$ cat src/rtl/bnn_seq_ctrl.sv
// bnn_seq_ctrl: sequencer around the combinational BNN datapath.
// Loads a ROWSxCOLS binary image over a row stream, waits SETTLE_CYCLES for
// the datapath to settle, captures class scores plus argmax, and presents the
// result on a valid/ready port.
module bnn_seq_ctrl #(
  parameter int unsigned ROWS          = 32,
  parameter int unsigned COLS          = 32,
  parameter int unsigned SETTLE_CYCLES = 8,
  parameter int unsigned NCLASS        = 4,
  parameter int unsigned SCORE_W       = 7
) (
  input  logic                        clk_i,
  input  logic                        rst_ni,
  input  logic                        clear_i,
  input  logic                        row_valid_i,
  output logic                        row_ready_o,
  input  logic [COLS-1:0]             row_data_i,
  output logic [ROWS*COLS-1:0]        img_o,
  input  logic [NCLASS*SCORE_W-1:0]   scores_i,
  output logic                        res_valid_o,
  input  logic                        res_ready_i,
  output logic [NCLASS*SCORE_W-1:0]   res_scores_o,
  output logic [$clog2(NCLASS)-1:0]   res_class_o,
  output logic                        busy_o,
  output logic [15:0]                 infer_cnt_o
);

  localparam int unsigned RCW   = (ROWS > 1) ? $clog2(ROWS) : 1;
  localparam int unsigned SCW   = (SETTLE_CYCLES > 1) ? $clog2(SETTLE_CYCLES) : 1;
  localparam int unsigned CLS_W = $clog2(NCLASS);

  typedef enum logic [1:0] {
    S_LOAD   = 2'd0,
    S_SETTLE = 2'd1,
    S_RESULT = 2'd2
  } state_e;

  state_e                       state_q, state_d;
  logic [RCW-1:0]               row_cnt_q, row_cnt_d;
  logic [SCW-1:0]               settle_cnt_q, settle_cnt_d;
  logic [ROWS*COLS-1:0]         img_q, img_d;
  logic [NCLASS*SCORE_W-1:0]    res_scores_q, res_scores_d;
  logic [CLS_W-1:0]             res_class_q, res_class_d;
  logic                         res_valid_q, res_valid_d;
  logic [15:0]                  infer_cnt_q, infer_cnt_d;

  logic [CLS_W-1:0]             best_idx;
  logic [SCORE_W-1:0]           best_val;

  // Argmax over live datapath scores; strict compare keeps the lowest index on ties.
  always_comb begin
    best_idx = '0;
    best_val = scores_i[0 +: SCORE_W];
    for (int unsigned k = 1; k < NCLASS; k++) begin
      if (scores_i[k*SCORE_W +: SCORE_W] > best_val) begin
        best_val = scores_i[k*SCORE_W +: SCORE_W];
        best_idx = CLS_W'(k);
      end
    end
  end

  // Next-state logic: clear overrides everything, otherwise LOAD -> SETTLE -> RESULT.
  always_comb begin
    state_d      = state_q;
    row_cnt_d    = row_cnt_q;
    settle_cnt_d = settle_cnt_q;
    img_d        = img_q;
    res_scores_d = res_scores_q;
    res_class_d  = res_class_q;
    res_valid_d  = res_valid_q;
    infer_cnt_d  = infer_cnt_q;
    if (clear_i) begin
      state_d      = S_LOAD;
      row_cnt_d    = '0;
      settle_cnt_d = '0;
      res_valid_d  = 1'b0;
    end else begin
      unique case (state_q)
        S_LOAD: begin
          if (row_valid_i) begin
            img_d[row_cnt_q*COLS +: COLS] = row_data_i;
            if (row_cnt_q == RCW'(ROWS-1)) begin
              row_cnt_d    = '0;
              settle_cnt_d = SCW'(SETTLE_CYCLES-1);
              state_d      = S_SETTLE;
            end else begin
              row_cnt_d = row_cnt_q + 1'b1;
            end
          end
        end
        S_SETTLE: begin
          if (settle_cnt_q == '0) begin
            res_scores_d = scores_i;
            res_class_d  = best_idx;
            res_valid_d  = 1'b1;
            state_d      = S_RESULT;
          end else begin
            settle_cnt_d = settle_cnt_q - 1'b1;
          end
        end
        S_RESULT: begin
          if (res_ready_i) begin
            infer_cnt_d = infer_cnt_q + 16'd1;
            res_valid_d = 1'b0;
            state_d     = S_LOAD;
          end
        end
        default: state_d = S_LOAD;
      endcase
    end
  end

  // State and output registers with asynchronous active-low reset.
  always_ff @(posedge clk_i or negedge rst_ni) begin
    if (!rst_ni) begin
      state_q      <= S_LOAD;
      row_cnt_q    <= '0;
      settle_cnt_q <= '0;
      img_q        <= '0;
      res_scores_q <= '0;
      res_class_q  <= '0;
      res_valid_q  <= 1'b0;
      infer_cnt_q  <= '0;
    end else begin
      state_q      <= state_d;
      row_cnt_q    <= row_cnt_d;
      settle_cnt_q <= settle_cnt_d;
      img_q        <= img_d;
      res_scores_q <= res_scores_d;
      res_class_q  <= res_class_d;
      res_valid_q  <= res_valid_d;
      infer_cnt_q  <= infer_cnt_d;
    end
  end

  // Ready is gated by reset so the source sees no acceptance while reset is held.
  assign row_ready_o  = rst_ni && (state_q == S_LOAD);
  assign busy_o       = (state_q != S_LOAD);
  assign img_o        = img_q;
  assign res_valid_o  = res_valid_q;
  assign res_scores_o = res_scores_q;
  assign res_class_o  = res_class_q;
  assign infer_cnt_o  = infer_cnt_q;

endmodule

$ cat config.mk
export PLATFORM = sky130hd
export DESIGN_NAME = bnn_seq_ctrl
export DESIGN_NICKNAME = d
export VERILOG_FILES = /design/src/rtl/bnn_seq_ctrl.sv
export SDC_FILE = /design/constraint.sdc
export NUM_CORES = 2
export LEC_CHECK = 0
export CAP_MARGIN = 20
export CORE_AREA = 3 3 436 438
export DETAILED_ROUTE_END_ITERATION = 10
export DIE_AREA = 0 0 439 441
export GPL_TIMING_DRIVEN = 0
export PLACE_DENSITY = 0.48
export SLEW_MARGIN = 0
export SYNTH_ARGS = -nofsm -noshare
export SYNTH_HDL_FRONTEND = slang
export SYNTH_SLANG_ARGS = --single-unit
$ cat constraint.sdc
create_clock -name clk_i -period 4.3 [get_ports clk_i]
set_clock_uncertainty 0.15 [all_clocks]
set_input_delay 0.86 -clock clk_i [delete_from_list [all_inputs] [get_ports clk_i]]
set_output_delay 0.86 -clock clk_i [all_outputs]
set_load 0.03 [all_outputs]
### After elaboration in Yosys (flattened, before gate mapping)

Index checks and enable logic that the tools add are counted.
Widths: inputs -> output; s select.

* word-level logic and storage cells: 66
* flip-flop bits (word level): 1081
* output and inout port bits: 1073
* bits of input ports: 65

* equality and inequality tests: 8
* mux-type cells: 25
* add/sub/neg operators: 4
* order comparisons: 3
* shifts and indexed selects: 2
* bitwise gates (word level): 1
* reductions and logical operators: 15

Operator list (count)
* $bwmux 1024: 1
* $shift 32x34->1024 const A: 1
* $shiftx 32x34->1024: 1
* $neg 10->34: 1
* $gt 7x7->1: 3
* $mux 5: 4
* $add 16x1->16 const B: 1
* $ne 3x3->1 const B: 5
* $mux 2: 7
* $mux 7: 2
* $mux 3: 4
* $reduce_and 3->1: 4
* $reduce_and 4->1: 2
* $pmux 2 s3: 1
* $pmux 3 s2: 1
* $reduce_bool 2->1: 3
* $reduce_bool 3->1: 2
* $add 5x1->5 const B: 1
* $eq 5x5->1 const B: 1
* $mux 1: 4
* $logic_not 3->1: 1
* $sub 3x1->3 const B: 1
* $eq 2x1->1 const B: 1
* $eq 2x2->1 const B: 1
* 5 further kinds: 5

### Longest topological paths before layout

* depth in word-level cells: 6
* mapped depth: 23
* gate-level depth less buffers: 21

### Worst setup path before layout

No wires, ideal clock.

* path type: input-to-reg
* start point: input port scores_i[4]
* end point: register res_class_q[1], in the netlist res_class_o[1]
* library setup time: 0.137 ns
* data arrival time: 5.215 ns
* stages on the path: 22
* data required time: 4.013 ns
* path buffers: 2
* setup slack: -1.203 ns
* cells stage by stage: inv_1 ha_1 a211oi_1 nor2_1 nor3_1 or2_2 clkbuf_1 mux2i_1 ha_1 and3_1 a221o_1 a21oi_1 a41o_1 clkbuf_1 mux2_2 ha_1 nor2b_1 o21ai_0 a21oi_1 a2111oi_0 o21a_1 a21oi_1

* word-level cells in the longest chain between the ends: 6
* elaborated cells on any way between the ends: 7
* those cells by class: 3 x order compare; 4 x mux

RTL lines
* start, declared: line 19 `input logic [NCLASS*SCORE_W-1:0] scores_i,`
* $gt 7x7->1: line 55 `if (scores_i[k*SCORE_W +: SCORE_W] > best_val) begin`
* $mux 7 *: line 55
* $gt 7x7->1: line 55
* $mux 7: line 55
* $gt 7x7->1: line 55
* $mux 2 *: line 55
* end signal, assigned: line 130 `res_class_q <= res_class_d;`
* end, declared: line 43 `logic [CLS_W-1:0] res_class_q, res_class_d;`

Mark *: on every way between the ends. The rest lies on a longest branch, timed or not.
A chain may end at the register's enable or synchronous reset.

### Worst setup path after layout

* start point: input port scores_i[5]
* end point: register res_class_q[0], in the netlist res_class_o[0]

* word-level cells in the longest chain between the ends: 6
* elaborated cells on any way between the ends: 8
* those cells by class: 3 x order compare; 5 x mux

RTL lines (line)
* $gt 7x7->1: 55
* $mux 7: 55
* $gt 7x7->1: 55
* $mux 7: 55
* $gt 7x7->1: 55
* $mux 2 *: 55

Marks and branches as above.

==> results by group <==
Outcome
  • Status: finished, final reports clean

Floorplan
  • Die ar.: 194000 µm²
  • Initial Utilization: 22.7%
  • Die Y: between 400 and 500 µm
  • DIE WIDTH: 439 µm
  • Site Rows: 159
  • IO Count: 1138
  • Core region area: 187000 µm²

Drt
  • Antenna violation net count after detailed routing: 0
  • 1st-iter DRT viols: 2909
  • Vias: 37260
  • Avg Vias per Cell: about 4.7
  • Routed len/inst: ~30 µm
  • # DRC: 0
  • TritonRoute pass-1 iters: 5
  • Total wire length: 238 mm

Critical path
  • Crit path kind: input port to flop
  • Crit path DAT: 4.81 ns
  • Reg2Reg Depth: 11
  • Critical Path Sink: res_class_o[0]$_DFFE_PN0P_
  • WP data required: 4.82 ns
  • Reg2Reg Launch Point: row_cnt_q[0]$_DFFE_PN0P_
  • Worst R2R End: img_o[905]$_DFFE_PN0P_
  • Setup slack, reg-to-reg: 0.30 ns
  • CP startpoint: scores_i[5]
  • Crit path launch type: input port
  • Endpoint type of the worst setup path: flop
  • Critical path peak fanout: 5

Run
  • Max cap viols: 0

Synthesis
  • Post-synth EDFFs: 0
  • Synth warnings: 0
  • Syn Nets: slightly above 4000
  • Instance count of the mapped netlist: 4006
  • Cell area after synthesis: approximately 42000 µm²
  • Mean Syn Cell Area: 10.6 µm²
  • Post-synthesis async set-or-reset flop share: 100%
  • Sequential area share after synthesis: between 60% and 70%
  • Yosys reg bits: 1081
  • Top FF cell, synth: dfrtp_1
  • Count of cell types in the netlist: between 60 and 70

Cells and area
  • Layout area overhead: 47.4%
  • Fraction of layout cells with a size suffix above 1: 11.4%
  • Layout Cells excl Fill: 7919
  • Commonest non-fill, non-tap cell in the layout: nand2_1
  • Most frequent cells in the layout: 1188 x nand2_1, 1103 x clkdlybuf4s50_1, 1081 x dfrtp_1, 540 x o21ai_0, 265 x clkbuf_1
  • # nets final: 5410
  • Utilization after layout: between 30% and 40%

Timing
  • Smallest hold slack: 0.179 ns
  • Max Transition Viols Final: 0
  • Setup Viol. Count Final: 0
  • Max Fclk: 0.233 GHz
  • Worst-margin pin slew: about 1.1 ns
  • RSZ-0062 raised after global routing: true
  • Final worst-path cycle share: 99.9%
  • Final Critical Period: 4.29 ns
  • Fin. Hold Viols: 0
  • Rel. slew slack: 25.6%

Clocking
  • Worst-Skew Late Latency: 0.79 ns
  • Clock H-tree levels: 4
  • Clk buf depth: 3
  • CTS sink count: roughly 1100
  • CTS root buffer: clkbuf_16
  • CTS tree: done
  • CTS Buf Count: 134
  • Clock transition at path regs: 0.06 ns

Global routing
  • Pin count of the biggest net entering global routing: 172
  • Total GRT Usage: 23.9%
  • Initial antenna violation count: 23
  • Global route total overflow: 0
  • Vias in the first global route: between 30000 and 40000
  • First-pass GRT wire length: 321 mm

Hold path
  • Worst Hold Class: input port to flop

Placed design
  • Placed cell count: 7656
  • PortBufs: between 1000 and 1500
  • GPL Wtd Cong: 0.870
  • Dpl hpwl: around 180 mm

Power and ir drop
  • Leakage power: 0.0261 µW
  • Power per cell area: 388 nW/µm²
  • Worst VDD drop: 0.343 mV
[layer usage]
| metal | wire length (µm) | GRT usage (%) | vias up |
|---|---|---|---|
| met3 | 16800 | 6.16 | 372 |
| met2 | 115000 | 39.7 | 1503 |
| met5 | 34 | 0 | - |
| met1 | 92900 | 28.6 | 19056 |
| met4 | 12700 | 11.7 | 4 |
| li1 | - | - | 16325 |
[registers in the layout, summed over array words and instances (netlist names)]
| signal | flops |
|---|---|
| img_o | 1024 |
| res_scores_o | 28 |
| infer_cnt_o | 16 |
| row_cnt_q | 5 |
| settle_cnt_q | 3 |
| res_class_o | 2 |
| state_q | 2 |
| res_valid_o | 1 |
[layout make-up]
type | instances | area (µm²)
fill | 19186 | 125000
sequential | 1081 | 27100
multi-input combinational | 2594 | 14300
timing repair buffer | 1177 | 12200
clock buffer | 192 | 3860
tap | 2495 | 3120
buffer | 307 | 1270
clock inverter | 44 | 573
inverter | 22 | 95.1
antenna | 7 | 17.5
[Yosys cell counts, drive strengths merged (14+ instances only)]
cell type	instances	area [µm²]
mux2	201	2260
ha	28	350
nor3	14	103
dfrtp	1081	27100
o31ai	240	1800
o41ai	49	429
nor2	96	402
inv	22	82.6
a21oi	15	75.1
o21ai	580	2900
nand2	1202	4540
nand3	90	498
buf	45	235
clkbuf	264	991
[worst max-delay path, cell delays in order]
cell and delay (ns):
buf_4 0.13, inv_2 0.05, ha_4 0.26, nand4_1 0.13, a21oi_2 0.15, nor3_2 0.06, or2_4 0.30, buf_6 0.14
buf_12 0.11, mux2_4 0.31, ha_2 0.17, nor2b_1 0.09, o21ai_0 0.07, nand2b_1 0.09, a21oi_2 0.07, buf_4 0.13
buf_4 0.12, buf_4 0.12, buf_4 0.12, buf_4 0.12, nand2_1 0.05, o21ai_1 0.07, ha_1 0.36, nand2_2 0.12
nor2_4 0.04, a2111oi_4 0.27, o21a_1 0.23, o2bb2ai_1 0.07
[worst min-delay path by stage]
stage | from | endpoint | slack (ns) | cells past startpoint
6_report | scores_i[4] | res_scores_o[4]$_DFFE_PN0P_ | 0.18 | 2
5_1_grt | scores_i[4] | res_scores_o[4]$_DFFE_PN0P_ | 0.12 | 2
3_3_place_gp | img_o[483]$_DFFE_PN0P_ | img_o[483]$_DFFE_PN0P_ | 0.31 | 2
4_1_cts | scores_i[3] | res_scores_o[3]$_DFFE_PN0P_ | 0.11 | 2
3_5_place_dp | img_o[501]$_DFFE_PN0P_ | img_o[501]$_DFFE_PN0P_ | 0.31 | 2
2_1_floorplan | settle_cnt_q[0]$_DFFE_PN0P_ | settle_cnt_q[0]$_DFFE_PN0P_ | 0.38 | 2
[stage by stage]
step	total power, µW	setup slack, ns	setup TNS [ns]	area, µm²
floorplan	11400	-0.488	-0.971	42500
global placement	12700	-50.01	-	56800
detailed placement	12800	-1.58	-17.81	57600
CTS	24500	0.00255	0	62200
global route	25100	-0.137	-0.360	62500
finish	24200	0.00596	0	62500
[power by group]
part	internal (µW)	total (µW)	switching [µW]
registers	10300	10400	81.7
logic	610	2260	1650
clock network	6720	11600	4850
total	17600	24200	6590
[what timing repair did]
| action | 4_1_cts | 5_1_grt |
|---|---|---|
| resized for setup | 79 | 41 |
| setup buffers | 14 | 6 |
| gates cloned | 0 | 1 |
| endpoints found under the hold margin | 130 | 0 |
| setup endpoints to repair | 108 | 16 |
| hold buffers | 1 | 0 |
| pin swaps | 15 | 21 |
[logic make-up after synthesis]
family | share of synthesized area [%]
mux | 5.48
simple gates | 13.9
compound gates | 12.6
flops | 63.8
buf+inv | 3.09
xor+xnor | 0.310
fa+ha+maj | 0.827
(Power assumes the default switching activity.)
